File: config.mk
export PLATFORM = sky130hd
export DESIGN_NAME = montgomery_encode
export DESIGN_NICKNAME = d
export VERILOG_FILES = /design/src/rtl/montgomery_encode.sv
export SDC_FILE = /design/constraint.sdc
export NUM_CORES = 1
export LEC_CHECK = 0
export ABC_AREA = 1
export ABC_CLOCK_PERIOD_IN_PS = 1600
export BUFFER_PORTS_ARGS = -buffer_cell sky130_fd_sc_hd__buf_2
export CAP_MARGIN = 20
export CELL_PAD_IN_SITES_DETAIL_PLACEMENT = 0
export CELL_PAD_IN_SITES_GLOBAL_PLACEMENT = 1
export CORE_ASPECT_RATIO = 0.6
export CORE_MARGIN = 8
export CORE_UTILIZATION = 38
export CTS_BUF_LIST = sky130_fd_sc_hd__clkbuf_4 sky130_fd_sc_hd__clkbuf_8
export CTS_CLUSTER_DIAMETER = 40
export DETAILED_ROUTE_END_ITERATION = 10
export GPL_ROUTABILITY_DRIVEN = 1
export PLACE_DENSITY_LB_ADDON = 0.2
export SYNTH_ARGS = -nofsm -noshare
export SYNTH_HDL_FRONTEND = slang
export SYNTH_SLANG_ARGS = --single-unit
File: constraint.sdc
create_clock -name clk -period 1.6 [get_ports clk]
set_clock_uncertainty 0.05 [all_clocks]
set_input_delay 0.24 -clock clk [delete_from_list [all_inputs] [get_ports clk]]
set_output_delay 0.24 -clock clk [all_outputs]
set_load 0.03 [all_outputs]
File: src/rtl/montgomery_encode.sv
// montgomery_encode: converts a standard-domain coefficient into the
// Montgomery domain, y = a * 2^K mod Q, by K rounds of modular doubling
// after an initial subtractive normalisation of inputs >= Q.
module montgomery_encode #(
  parameter int Q = 3329,
  parameter int W = 15,
  parameter int K = 16
) (
  input  logic         clk,
  input  logic         rst_n,
  input  logic         en,
  input  logic [W-1:0] a,
  output logic         ready,
  output logic [W-1:0] y,
  output logic         valid
);

  typedef enum logic [1:0] {
    IDLE = 2'd0,
    NORM = 2'd1,
    DBL  = 2'd2,
    DONE = 2'd3
  } state_t;

  localparam logic [W-1:0] Q_N    = W'(Q);
  localparam logic [W:0]   Q_X    = (W + 1)'(Q);
  localparam logic [5:0]   K_LAST = 6'(K - 1);

  state_t         r_state;
  state_t         w_next;
  logic [W-1:0]   r_acc;
  logic [W-1:0]   r_y;
  logic [5:0]     r_cnt;

  logic [W:0]     w_t;
  logic           w_t_ge;
  logic [W-1:0]   w_dbl;
  logic           w_acc_ge;
  logic [W-1:0]   w_norm;
  logic           w_last;

  // Doubling step: acc < Q guarantees t < 2Q, so one conditional subtract
  // brings the result back into [0, Q) and it always fits in W bits.
  assign w_t      = {r_acc, 1'b0};
  assign w_t_ge   = (w_t >= Q_X);
  assign w_dbl    = w_t_ge ? W'(w_t - Q_X) : w_t[W-1:0];
  assign w_acc_ge = (r_acc >= Q_N);
  assign w_norm   = r_acc - Q_N;
  assign w_last   = (r_cnt == K_LAST);

  // State register
  always_ff @(posedge clk) begin
    if (!rst_n) r_state <= IDLE;
    else        r_state <= w_next;
  end

  // Next-state logic
  always_comb begin
    w_next = r_state;
    case (r_state)
      IDLE:    if (en) w_next = NORM;
      NORM:    if (!w_acc_ge) w_next = DBL;
      DBL:     if (w_last) w_next = DONE;
      DONE:    w_next = IDLE;
      default: w_next = IDLE;
    endcase
  end

  // Datapath: accumulator, doubling counter and result register
  always_ff @(posedge clk) begin
    if (!rst_n) begin
      r_acc <= '0;
      r_cnt <= '0;
      r_y   <= '0;
    end else begin
      case (r_state)
        IDLE: if (en) r_acc <= a;
        NORM: begin
          if (w_acc_ge) r_acc <= w_norm;
          else          r_cnt <= '0;
        end
        DBL: begin
          r_acc <= w_dbl;
          r_cnt <= r_cnt + 6'd1;
          if (w_last) r_y <= w_dbl;
        end
        default: ;
      endcase
    end
  end

  assign ready = (r_state == IDLE);
  assign valid = (r_state == DONE);
  assign y     = r_y;

endmodule
==> flow_summary.ini <==
[outcome]
status = finished with violations
violations = negative setup slack

[yosys]
synth_fp_nets = 473
synth_area_mm2 = 0.00277
netlist-cell-type-count = 32
synth_enable_flop_cells = 0
synth-seq-cells = 38
syn_area_per_cell_um2 = 6.19
postSynthCellCount = 448
ys_warn_count = 0
synthFlopType = dfxtp_1
yosysSeqAreaShare_pct = 27.4
async_flop_share_pct = 0

[power]
p_total_mw = 8.83
p_leak_nw = 2.29
cellPowerDensity_mw_per_mm2 = 1890
vdd_drop_max_mv = 1.04

[timing]
period_share_pct = 111
clock.fmax_ghz = 0.564
fin_ws_ns = -0.172
slew_headroom_pct = 79.3
setup_viol = 35
period_needed_ns = 1.77
whs_ns = 0.192
tightest_slew_ns = 0.309
final_max_slew_viol_count = 0
fin_setup_tns_ns = -4.10
finalHoldViolations = 0
rsz0062_at_grt = true

[die]
dieArea_mm2 = 0.0104
coreArea_mm2 = 0.00718
start_util_pct = 38.7
rows = 24
die_y_um = 82.2
ios = 35
fp.dieW_um = 126

[drt]
vias = 3492
ant_nets = 0
drt_iter0_markers = 240
drc = 0
drt_pass1_iterations = 4
drt-vias-per-instance = 5.17
wirelength_mm = 10.9
wl_per_cell_um = 16.1

[worst_setup_path]
crit_type = register to register
endpoint_kind = register
worst-path-stages = 12
r2r_slack_ns = -0.17
cp_slowest_cell = dfxtp_4
crit_family = simple AND/OR/NAND/NOR gates
r2r-start = r_acc[1]$_SDFFE_PN0P_
cp_max_fo = 8
path_buf_inv = 1
crit_end = r_acc[13]$_SDFFE_PN0P_
crit_chain = nor2_4, nand2_2, nor2_4, nand2_4, nand2_4, nand2_4, nand2_4, nand3_4, buf_12, nand2_8, nand2_1, a21oi_2
r2r_cells = 12
startpoint_type = register
startpoint = r_acc[1]$_SDFFE_PN0P_
required_ns = 1.79
cpPeakStageDelay_ns = 0.37
cp.arrival_ns = 1.96
crit_top_cell = nand2_4
reg2reg_to = r_acc[13]$_SDFFE_PN0P_

[layout]
drive_gt1_share_pct = 52.4
final_common_cell = nand2_1
n_fill_cell = 634
layout_common_cells = 91 x nand2_1, 88 x buf_4, 34 x buf_2
areaGrowthSynthToFinish_pct = 68.7
finalNetCount = 608
num_antenna_cells = 0

[cts]
ctsLongestPathBuffers = 2
cts_sinks = 38
holdBufCountCts = 0
cts_buffers = 5
cts_tree = done
ctsRootBufferMaster = clkbuf_8
clkTransAtPathRegs_ns = 0.09
worstSkewPairLatency_ns = 0.31
cts_max_level = 2

[flow_run]
maxCapViolations = 0

[worst_hold_path]
min_path_type = input pin to register

[place]
dpl_worst_slack_ns = -0.369
place_congestion = 0.859
dpl.hpwl_mm = 7.05
io_buffers = 34

[global_routing]
antenna_found_initial = 0
grt_usage_pct = 19.9
grt_overflow = 0
grt_pass1_wl_mm = 16.3
grt_max_degree = 19
first_global_vias = 3159
-- synth_stat cells (2+ instances only) --
cell type	instances	area, um^2
inv_1	37	139
o211ai_1	4	30.0
clkinv_1	2	7.51
o21ai_1	8	40.0
xor2_1	7	61.3
nor3_1	4	20.0
nor2_1	50	188
clkbuf_1	9	33.8
o21bai_1	6	45.0
nand2_1	128	480
nor2_4	2	22.5
buf_6	6	67.6
o21a_1	6	45.0
nand3_1	41	205
nand4_1	5	31.3
inv_2	12	45.0
a21oi_1	31	155
nor2_2	3	18.8
nand2_4	4	45.0
ha_1	7	87.6
dfxtp_1	38	761
o21ai_0	19	95.1
buf_2	3	15.0
nor3_2	2	20.0
nand2_2	7	43.8
-- metal layers --
metal  global-route usage (%)  part of all wire, %  vias to the layer above
met5                        0                    0                        -
met4                     3.93                  1.3                        0
met3                     4.29                  6.8                       16
met2                     30.8                   43                      114
met1                     28.0                   49                     1654
li1                         -                    -                     1708
-- logic make-up (layout without fill, tap and decap cells) --
kind of cell	after synthesis	count (layout)	synth area share, %
AOI/OAI and AO/OA	75	75	15.2
DFF	38	38	27.4
xor gates and xnor gates	8	8	2.80
adders and majority gates	7	7	3.16
buffers and inverters	71	203	11.5
and+or+nand+nor	249	253	39.9
-- worst min path at each step --
| stage | endpoint | start | cells after the start | slack [ns] |
|---|---|---|---|---|
| floorplan | r_acc[10]$_SDFFE_PN0P_ | rst_n | 2 | 0.39 |
| global placement | r_acc[5]$_SDFFE_PN0P_ | r_acc[5]$_SDFFE_PN0P_ | 2 | 0.42 |
| detailed placement | r_acc[1]$_SDFFE_PN0P_ | r_acc[1]$_SDFFE_PN0P_ | 2 | 0.43 |
| CTS | r_acc[9]$_SDFFE_PN0P_ | rst_n | 3 | 0.19 |
| global route | r_acc[9]$_SDFFE_PN0P_ | rst_n | 3 | 0.21 |
| finish | r_acc[9]$_SDFFE_PN0P_ | a[9] | 4 | 0.19 |
-- final cells by class --
class | count | area, um^2 | area share, %
repair buffers | 144 | 1140 | 24.4
multi-input cells | 343 | 2320 | 49.6
inverters | 51 | 206 | 4.41
well taps | 91 | 114 | 2.43
flip-flops and latches | 38 | 791 | 16.9
clock buffers | 8 | 110 | 2.35
-- metrics by stage --
step | instance area (um^2) | instances | utilization, %
floorplan | 2780 | 448 | -
global placement | 3600 | 640 | 50.2
detailed placement | 3600 | 640 | 50.2
CTS | 4090 | 661 | 57.0
global route | 4680 | 675 | 65.2
finish | 4680 | 675 | 65.2
-- power by group --
group,total [mW],switching [mW],internal [mW]
registers,1.29,0.167,1.12
clock network,0.823,0.387,0.436
logic,6.72,3.75,2.97
-- what timing repair did --
| item | in CTS | in global routing |
|---|---|---|
| gates cloned | 3 | 2 |
| resized for setup | 73 | 119 |
| pin swaps | 19 | 50 |
| endpoints found under the setup margin | 38 | 38 |
| buffers inserted | 10 | 12 |
| endpoints found under the hold margin | 0 | 0 |
-- flip-flops by register name, indices dropped and copies added (netlist names) --
name     count
r_acc       15
r_cnt        6
r_state      2
y           15
-- tightest hold or removal path: stages --
cell	delay, ns
buf_2	0.07
or2_2	0.09
a21oi_1	0.05
nor2_1	0.07
No activity file was read; power rests on OpenSTA's default activity.
